<file path="config.mk">
export PLATFORM = sky130hd
export DESIGN_NAME = uart_mc_handler
export DESIGN_NICKNAME = d
export VERILOG_FILES = /design/src/rtl/uart_mc_handler.sv
export SDC_FILE = /design/constraint.sdc
export NUM_CORES = 2
export LEC_CHECK = 0
export CAP_MARGIN = 20
export CORE_MARGIN = 2
export CORE_UTILIZATION = 25
export CTS_BUF_LIST = sky130_fd_sc_hd__clkbuf_4
export CTS_CLUSTER_DIAMETER = 120
export DETAILED_ROUTE_END_ITERATION = 8
export DONT_BUFFER_PORTS = 1
export PLACE_DENSITY = 0.36
export SYNTH_ARGS = -nofsm -noshare
export SYNTH_HDL_FRONTEND = slang
export SYNTH_MEMORY_MAX_BITS = 65536
export SYNTH_SLANG_ARGS = --single-unit
</file>
<file path="constraint.sdc">
create_clock -name clk -period 8.85 [get_ports clk]
set_input_delay 1.77 -clock clk [delete_from_list [all_inputs] [get_ports clk]]
set_output_delay 1.77 -clock clk [all_outputs]
set_load 0.1 [all_outputs]
</file>
<file path="src/rtl/uart_mc_handler.sv">
// rtl/uart_mc_handler.sv - multi-channel UART command handler with per-channel TX/RX queues
// Commands configure channels, queue TX bytes, and upload buffered RX bytes to a sink.

module uart_mc_fifo #(
  parameter int WIDTH = 8,
  parameter int DEPTH = 16
) (
  input  logic                   clk,
  input  logic                   rst,
  input  logic                   push,
  input  logic [WIDTH-1:0]       push_data,
  input  logic                   pop,
  output logic [WIDTH-1:0]       head,
  output logic [$clog2(DEPTH):0] count
);
  localparam int AW = $clog2(DEPTH);
  localparam logic [AW:0]   FULL_CNT = (AW+1)'(DEPTH);
  localparam logic [AW:0]   CNT_ONE  = (AW+1)'(1);
  localparam logic [AW-1:0] PTR_ONE  = AW'(1);

  logic [WIDTH-1:0] mem [DEPTH];
  logic [AW-1:0]    wr_ptr;
  logic [AW-1:0]    rd_ptr;
  logic             do_push;
  logic             do_pop;

  // A push into a full queue still lands when the head leaves in the same cycle.
  assign do_pop  = pop && (count != '0);
  assign do_push = push && ((count != FULL_CNT) || do_pop);
  assign head    = mem[rd_ptr];

  always_ff @(posedge clk) begin
    if (do_push) mem[wr_ptr] <= push_data;
  end

  always_ff @(posedge clk) begin
    if (rst) begin
      wr_ptr <= '0;
      rd_ptr <= '0;
      count  <= '0;
    end else begin
      if (do_push) wr_ptr <= wr_ptr + PTR_ONE;
      if (do_pop)  rd_ptr <= rd_ptr + PTR_ONE;
      if (do_push && !do_pop)      count <= count + CNT_ONE;
      else if (do_pop && !do_push) count <= count - CNT_ONE;
    end
  end
endmodule

module uart_mc_handler #(
  parameter int         NUM_CH   = 2,
  parameter int         TX_DEPTH = 16,
  parameter int         RX_DEPTH = 256,
  parameter logic [7:0] SRC_BASE = 8'h01
) (
  input  logic                 clk,
  input  logic                 rst,
  input  logic [7:0]           cmd_type,
  input  logic [7:0]           cmd_data,
  input  logic [15:0]          cmd_data_index,
  input  logic                 cmd_start,
  input  logic                 cmd_data_valid,
  input  logic                 cmd_done,
  output logic                 cmd_ready,
  output logic                 upload_active,
  output logic                 upload_req,
  output logic [7:0]           upload_data,
  output logic [7:0]           upload_source,
  output logic                 upload_valid,
  input  logic                 upload_ready,
  output logic [NUM_CH*8-1:0]  uart_tx_data,
  output logic [NUM_CH-1:0]    uart_tx_val,
  input  logic [NUM_CH-1:0]    uart_tx_busy,
  input  logic [NUM_CH*8-1:0]  uart_rx_data,
  input  logic [NUM_CH-1:0]    uart_rx_val,
  output logic [NUM_CH*56-1:0] cfg_word,
  output logic [NUM_CH-1:0]    rx_overflow
);
  localparam int CHW = (NUM_CH > 1) ? $clog2(NUM_CH) : 1;
  localparam int TCW = $clog2(TX_DEPTH) + 1;
  localparam int RCW = $clog2(RX_DEPTH) + 1;
  localparam logic [TCW-1:0] TX_FULL     = TCW'(TX_DEPTH);
  localparam logic [RCW-1:0] RX_FULL     = RCW'(RX_DEPTH);
  localparam logic [RCW-1:0] RX_ONE      = RCW'(1);
  localparam logic [7:0]     NUM_CH_B    = 8'(NUM_CH);
  localparam logic [55:0]    CFG_DEFAULT = {32'd115200, 8'd8, 8'd0, 8'd0};

  typedef enum logic [2:0] {S_IDLE, S_CFG, S_UPD, S_TX, S_RX, S_UPLOAD} state_t;
  typedef enum logic [1:0] {T_IDLE, T_SEND, T_WAIT} tx_state_t;

  state_t          state;
  logic [CHW-1:0]  ch;
  logic            ch_seen;
  logic            ch_ok;
  logic [7:0]      cfg_buf [8];
  logic [55:0]     cfg_q [NUM_CH];
  logic [RCW-1:0]  remaining;

  logic [7:0]      tx_head [NUM_CH];
  logic [TCW-1:0]  tx_count [NUM_CH];
  logic [7:0]      rx_head [NUM_CH];
  logic [RCW-1:0]  rx_count [NUM_CH];
  logic [NUM_CH-1:0] tx_push, tx_pop, rx_pop, rx_drop, ovf_clr;

  logic ch_sel, idx0, payload_byte, xfer, rx_done;

  assign ch_sel       = ch_seen && ch_ok;
  assign idx0         = cmd_data_valid && (cmd_data_index == 16'd0);
  assign payload_byte = cmd_data_valid && (cmd_data_index != 16'd0);
  assign rx_done      = (state == S_RX) && cmd_done;

  assign upload_valid  = (state == S_UPLOAD);
  assign upload_active = upload_valid;
  assign upload_req    = upload_valid;
  assign upload_data   = upload_valid ? rx_head[ch] : 8'd0;
  assign xfer          = upload_valid && upload_ready;

  always_comb begin
    cmd_ready = 1'b0;
    case (state)
      S_IDLE, S_CFG: cmd_ready = 1'b1;
      S_TX:          cmd_ready = !ch_sel || (tx_count[ch] != TX_FULL);
      default:       cmd_ready = 1'b0;
    endcase
  end

  for (genvar c = 0; c < NUM_CH; c++) begin : g_ch
    tx_state_t  tx_st;
    logic       tx_val_q;
    logic [7:0] tx_byte_q;
    logic       ch_hit;

    assign ch_hit     = ch_sel && (ch == CHW'(c));
    assign tx_push[c] = (state == S_TX) && payload_byte && ch_hit;
    assign tx_pop[c]  = (tx_st == T_SEND) && uart_tx_busy[c];
    assign rx_pop[c]  = xfer && (ch == CHW'(c));
    assign rx_drop[c] = uart_rx_val[c] && (rx_count[c] == RX_FULL) && !rx_pop[c];
    assign ovf_clr[c] = rx_done && ch_hit;

    uart_mc_fifo #(.WIDTH(8), .DEPTH(TX_DEPTH)) u_tx_fifo (
      .clk(clk), .rst(rst), .push(tx_push[c]), .push_data(cmd_data),
      .pop(tx_pop[c]), .head(tx_head[c]), .count(tx_count[c])
    );

    uart_mc_fifo #(.WIDTH(8), .DEPTH(RX_DEPTH)) u_rx_fifo (
      .clk(clk), .rst(rst), .push(uart_rx_val[c]), .push_data(uart_rx_data[c*8 +: 8]),
      .pop(rx_pop[c]), .head(rx_head[c]), .count(rx_count[c])
    );

    // The head byte stays queued until the core acknowledges it by raising busy.
    always_ff @(posedge clk) begin
      if (rst) begin
        tx_st     <= T_IDLE;
        tx_val_q  <= 1'b0;
        tx_byte_q <= 8'd0;
      end else begin
        case (tx_st)
          T_IDLE: if (tx_count[c] != '0) begin
            tx_byte_q <= tx_head[c];
            tx_val_q  <= 1'b1;
            tx_st     <= T_SEND;
          end
          T_SEND: if (uart_tx_busy[c]) begin
            tx_val_q <= 1'b0;
            tx_st    <= T_WAIT;
          end
          T_WAIT: if (!uart_tx_busy[c]) tx_st <= T_IDLE;
          default: tx_st <= T_IDLE;
        endcase
      end
    end

    assign uart_tx_val[c]         = tx_val_q;
    assign uart_tx_data[c*8 +: 8] = tx_byte_q;
    assign cfg_word[c*56 +: 56]   = cfg_q[c];
  end

  // A drop in the same cycle as the clear wins, so no overflow goes unreported.
  always_ff @(posedge clk) begin
    if (rst) rx_overflow <= '0;
    else     rx_overflow <= rx_drop | (rx_overflow & ~ovf_clr);
  end

  always_ff @(posedge clk) begin
    if (rst) begin
      state         <= S_IDLE;
      ch            <= '0;
      ch_seen       <= 1'b0;
      ch_ok         <= 1'b0;
      remaining     <= '0;
      upload_source <= SRC_BASE;
      cfg_buf[0]    <= 8'd0;
      for (int i = 1; i < 8; i++) cfg_buf[i] <= CFG_DEFAULT[8*(7-i) +: 8];
      for (int c = 0; c < NUM_CH; c++) cfg_q[c] <= CFG_DEFAULT;
    end else begin
      if ((state inside {S_CFG, S_TX, S_RX}) && idx0 && !ch_seen) begin
        ch_seen <= 1'b1;
        ch_ok   <= (cmd_data < NUM_CH_B);
        ch      <= cmd_data[CHW-1:0];
      end
      case (state)
        S_IDLE: if (cmd_start) begin
          ch_seen <= 1'b0;
          ch_ok   <= 1'b0;
          case (cmd_type)
            8'h07:   state <= S_CFG;
            8'h08:   state <= S_TX;
            8'h09:   state <= S_RX;
            default: state <= S_IDLE;
          endcase
        end
        S_CFG: begin
          // The staging buffer persists, so bytes a command omits keep their last value.
          if (payload_byte && ch_sel && (cmd_data_index <= 16'd7))
            cfg_buf[cmd_data_index[2:0]] <= cmd_data;
          if (cmd_done) state <= ch_sel ? S_UPD : S_IDLE;
        end
        S_UPD: begin
          cfg_q[ch] <= {cfg_buf[1], cfg_buf[2], cfg_buf[3], cfg_buf[4],
                        cfg_buf[5], cfg_buf[6], cfg_buf[7]};
          state     <= S_IDLE;
        end
        S_TX: if (cmd_done) state <= S_IDLE;
        S_RX: if (cmd_done) begin
          if (ch_sel && (rx_count[ch] != '0)) begin
            remaining     <= rx_count[ch];
            upload_source <= SRC_BASE + 8'(ch);
            state         <= S_UPLOAD;
          end else begin
            state <= S_IDLE;
          end
        end
        S_UPLOAD: if (xfer) begin
          remaining <= remaining - RX_ONE;
          if (remaining == RX_ONE) state <= S_IDLE;
        end
        default: state <= S_IDLE;
      endcase
    end
  end
endmodule
</file>
== Word level (Yosys, flattened, before mapping) ==
Memories as Yosys holds them, arrays and structs flattened. A register that Yosys moved wholly into a read port is not among the register bits.
Cells that the tools add are included.

* Equality and inequality tests: 33
* Bitwise operators: 5
* Reduce and logical (&&, ||, !) cells: 88
* Muxes and demuxes: 80
* Magnitude comparators: 3
* Add/subtract/negate cells: 18

{| class="wikitable"
|+ Operators by type and width
! operator !! number
|-
| $mux W9 || 10
|-
| $mux W8 || 9
|-
| $mux W56 || 1
|-
| $reduce_or A56 Y1 || 1
|-
| $logic_and A1 B1 Y1 || 41
|-
| $mux W5 || 7
|-
| $add A8 B1 Y8 const B || 4
|-
| $mux W1 || 30
|-
| $reduce_bool A9 Y1 || 3
|-
| $sub A9 B1 Y9 const B || 3
|-
| $mux W3 || 8
|-
| $ne A2 B2 Y1 const B || 10
|-
| $add A9 B1 Y9 const B || 2
|-
| $eq A9 B9 Y1 const B || 2
|-
| $ne A9 B9 Y1 const B || 2
|-
| $pmux W9 S2 || 1
|-
| $add A4 B1 Y4 const B || 4
|-
| $eq A8 B4 Y1 const B || 2
|-
| $le A16 B3 Y1 const B || 1
|-
| $logic_not A16 Y1 || 1
|-
| $reduce_bool A16 Y1 || 1
|-
| $ne A5 B5 Y1 const B || 3
|-
| $pmux W3 S5 || 1
|-
| $reduce_and A3 Y1 || 5
|-
| 34 further kinds || 75
|}

* Memories: 6
* Flip-flop bits (word level): 107
* Output and inout bits: 152
* Word-level logic and storage cells: 256
* Bits in writable memories: 4,528

{| class="wikitable"
|+ Memory list
! memory !! depth !! bits a word !! read ports !! clocked after memory_dff !! wr ports !! RTL line !! RTL
|-
| g_ch[0].u_rx_fifo.mem || 256 || 8 || 1 || 1 || 1 || 21 || <nowiki>logic [WIDTH-1:0] mem [DEPTH];</nowiki>
|-
| g_ch[1].u_rx_fifo.mem || 256 || 8 || 1 || 1 || 1 || 21 ||
|-
| g_ch[0].u_tx_fifo.mem || 16 || 8 || 1 || 1 || 1 || 21 ||
|-
| g_ch[1].u_tx_fifo.mem || 16 || 8 || 1 || 1 || 1 || 21 ||
|-
| cfg_q || 2 || 56 || 2 || 0 || 2 || 96 || <nowiki>logic [55:0] cfg_q [NUM_CH];</nowiki>
|-
| cfg_buf || 8 || 8 || 7 || 0 || 8 || 95 || <nowiki>logic [7:0] cfg_buf [8];</nowiki>
|}

== Depth between registers and ports, before layout ==
* Depth in word-level cells: 10
* Depth in mapped cells: 17
* Mapped depth without buffers: 14

== By module ==
A second synthesis with hierarchy kept.

* Cells, all modules: 8,802
* Area, all modules: 181,220.1 µm²

{| class="wikitable"
|+ By module, submodules not included
! module !! sequential area each (µm²) !! times used !! cells an instance !! area each (µm²)
|-
| uart_mc_fifo at g_ch[0].u_rx_fifo || 62,159.6 || 1 || 3,740 || 80,582.3
|-
| uart_mc_fifo at g_ch[1].u_rx_fifo || 62,159.6 || 1 || 3,774 || 80,302.0
|-
| uart_mc_handler || 5,865.6 || 1 || 668 || 8,797.2
|-
| uart_mc_fifo at g_ch[1].u_tx_fifo || 4,184.0 || 1 || 305 || 5,779.3
|-
| uart_mc_fifo at g_ch[0].u_tx_fifo || 4,184.0 || 1 || 315 || 5,759.3
|}

== Worst setup path before layout ==
Ideal clock, no wire load.

* Kind: reg-to-output
* Start point: reg (tool-made name)
* End point: out upload_data[7]
* Data required time: 7.080 ns
* Buffers on the path: 6
* Path slack: 2.803 ns
* Stages on the path, launching flop included: 12
* Arrival: 4.277 ns
* Cell sequence: dfxtp_1 -> buf_6 -> buf_12 -> buf_12 -> buf_8 -> buf_12 -> buf_6 -> mux2i_1 -> o22ai_1 -> a211oi_1 -> or4_1 -> o311ai_1

{| class="wikitable"
|+ RTL lines
! element !! RTL line !! RTL
|-
| to (decl) || 67 || <nowiki>output logic [7:0] upload_data,</nowiki>
|}

==> results.ini <==
[status]
outcome=finished, violations left
violations=slew limit

[synthesis]
yosysTopAreaCell=edfxtp_1
synth-simple-area-share_pct=4.21
synth_edf_count=4520
ys_types=80
synth_top_family_by_area=multiplexers
ys_seq_elements=4653
synth_area_um2=182000
synthMuxAreaShare_pct=14.4
yosys.area_share.adder_pct=0.368
synthTopCellsByArea=edfxtp_1, mux4_2, mux2i_1
synth_top_area_share_pct=74.8
ys_warn_count=0
ys.flop_type=edfxtp_1
synth-async-reset-ratio_pct=0
synth.avg_cell_area_um2=20.1
syn_inst=9029
synth_compound_area_share_pct=2.74
ys_seq_area_share_pct=76.2
synthXorXnorAreaFrac_pct=0.289

[pwr]
p_clk_share_pct=43.7
p_per_area_nw_per_um2=212
power.switching_uw=9870
p_comb_share_pct=1.3
irDropWorstVdd_mv=0.120
p_leak_uw=0.0634
p_sw_share_pct=22.2
power_frac_seq_pct=55.0
p_int_uw=34600

[route]
drt_iter0_markers=6981
wl_um=552000
wl_per_cell_um=26.7
vias_per_cell=4.52
drc=0
firstDrtPassIters=5
ant_nets=0
via_count=93500

[die]
num_io_pins=210
rows=313
die_h_um=856
start_util_pct=25.0
die-area_um2=733000
die_width_um=856
coreArea_um2=725000

[worst_setup_path]
worst_r2r_startpoint=state[0]
path_max_fanout=53
start_kind=flip-flop
reg2regPathDepth=9
cp_data_arrival_time_ns=6.66
path_class=flip-flop to output pin
cp-end-kind=output pin
rrSetupSlack_ns=2.64
critical_path.reg2reg.endpoint=g_ch[1].u_rx_fifo.mem[11][0]
required_ns=7.08

[placement]
numPortBuffers=0
dpl.hpwl_um=314000
gp_congestion=0.743

[worst_hold_path]
hold_path_end=g_ch[0].u_tx_fifo.mem[2][5]
worstHoldPathType=primary input to flip-flop
whs_path_depth=1
min-delay-start=cmd_data[5]

[timing]
clock_skew_ns=0.195
tns_ns=0
hold_viol_final=0
relSlewSlack_pct=-40.1
tightest_slew_ns=2.10
finalCriticalPeriod_ns=8.43
finalSetupViolations=0
drv_slew=418
rsz0062_at_grt=false
fin_crit_sh_pct=95.2
timing.fmax_mhz=119

[global_routing]
grt_overflow_total=0
grt_first_pass_wirelength_um=772000
grt_max_degree=257
antenna_found_initial=37
grt_usage_pct=14.8
grt_pass1_vias=100000

[clock_network]
clockBufferDepth=5
clkTransAtPathRegs_ns=0.07
cts.sinks=4653
cts_tree=built
htree_levels=7
cts_buffers=1376
clock_latency_ns=1.79
cts_root_buf=clkbuf_4

[final_layout]
area_growth_pct=15.7
nets=10200
n_fill_cell=71600
drive_gt1_share_pct=30.1
fin_util_pct=29.0
most-common-layout-cells=edfxtp_1, clkbuf_4, mux4_2
final_common_cell=edfxtp_1

[job]
maxCapViolations=0

cells in the mapped netlist (88+ instances only):
master	instances
nor2_1	783
a22oi_1	88
o22ai_1	89
mux4_2	993
edfxtp_1	4520
nand3_1	98
nand2_1	156
a21oi_1	113
a211oi_1	99
and2_1	179
buf_2	132
mux2i_1	313
dfxtp_1	133
nor3_1	158
clkbuf_1	247
o21ai_0	90
logic make-up (layout without fill, tap and decap cells):
| group | Yosys count | in the layout |
|---|---|---|
| other | 1 | 47 |
| adders and majority gates | 51 | 51 |
| buffers and inverters | 590 | 2584 |
| xor gates and xnor gates | 60 | 60 |
| and+or+nand+nor | 1631 | 1631 |
| muxes | 1334 | 1334 |
| AOI/OAI and AO/OA | 709 | 709 |
| DFF | 4653 | 4653 |
per-stage QoR:
step,setup slack (ns),cell area [um2],cells,power [uW],hold slack [ns]
2_1_floorplan,2.80,182000,9034,25200,0.458
3_3_place_gp,1.35,193000,18300,25400,0.473
3_5_place_dp,1.80,193000,18300,25400,0.472
4_1_cts,0.0343,210000,20600,45300,0.000280
5_1_grt,0.0749,210000,20700,46500,0.0876
6_report,0.424,210000,20700,44500,0.341
critical path, cell delays in order (launching register included):
cell      delay, ns
dfxtp_4        0.85
buf_12         0.39
mux4_2         0.29
nor2b_1        0.16
a211oi_1       0.11
nor4_1         0.88
nand3_1        0.45
or4_1          0.76
o311ai_4       0.60
buf_12         0.25
per-layer routing:
layer | global-route usage (%) | part of all wire, % | vias to the layer above
li1 | - | - | 40100
met1 | 18.4 | 42 | 49400
met2 | 25.0 | 50 | 2905
met3 | 3.69 | 5.6 | 1044
met4 | 5.66 | 3.1 | 0
met5 | 0 | 0 | -
flip-flops by register name (all words and copies together), names as in the netlist, named ones only:
| register | cells |
|---|---|
| state | 3 |
| g_ch.u_tx_fifo.wr_ptr | 8 |
| remaining | 9 |
| upload_source | 2 |
| ch_seen | 1 |
| g_ch.u_rx_fifo.rd_ptr | 16 |
| cfg_q | 112 |
| g_ch.u_rx_fifo.wr_ptr | 16 |
| g_ch.u_rx_fifo.count | 18 |
| ch_ok | 1 |
| g_ch.tx_byte_q | 16 |
| ch | 1 |
| g_ch.tx_st | 4 |
| rx_overflow | 2 |
| g_ch.u_rx_fifo.mem | 4096 |
| g_ch.u_tx_fifo.mem | 256 |
| g_ch.u_tx_fifo.count | 10 |
| g_ch.u_tx_fifo.rd_ptr | 8 |
| g_ch.tx_val_q | 2 |
| cfg_buf | 56 |
timing repair:
| action | in CTS | in global routing |
|---|---|---|
| setup endpoints to repair | 5 | 0 |
| endpoints found under the hold margin | 718 | 0 |
| setup buffers | 1 | 0 |
| hold buffers | 39 | 0 |
| gates resized for setup | 2 | 0 |
worst max-delay path by stage:
stage	end	startpoint	slack [ns]	cells after the start
2_1_floorplan	upload_data[7]	flip-flop	2.80	11
3_3_place_gp	upload_data[6]	flip-flop	1.35	9
3_5_place_dp	upload_data[6]	flip-flop	1.80	10
4_1_cts	upload_data[4]	flip-flop	0.03	9
5_1_grt	upload_data[0]	flip-flop	0.07	8
6_report	upload_data[4]	flip-flop	0.42	9
power groups by stage:
stage | logic, uW | registers [uW] | clock network (uW)
2_1_floorplan | 271 | 24900 | 0
3_3_place_gp | 439 | 24900 | 0
3_5_place_dp | 446 | 24900 | 0
4_1_cts | 567 | 24500 | 20300
5_1_grt | 611 | 24500 | 21400
6_report | 558 | 24500 | 19500
layout make-up:
class                      instances  area (um2)  share of cell area (%)
timing repair buffer             235        2610                    1.24
clock buffer                    1942       14600                    6.94
antenna                           41         103                  0.0488
inverter                          43         166                  0.0792
sequential                      4653      138000                    65.9
multi-input combinational       3791       40500                    19.3
tap                             9607       12000                    5.72
clock inverter                   364        1600                   0.762
Power figures use the tool's default switching activity.
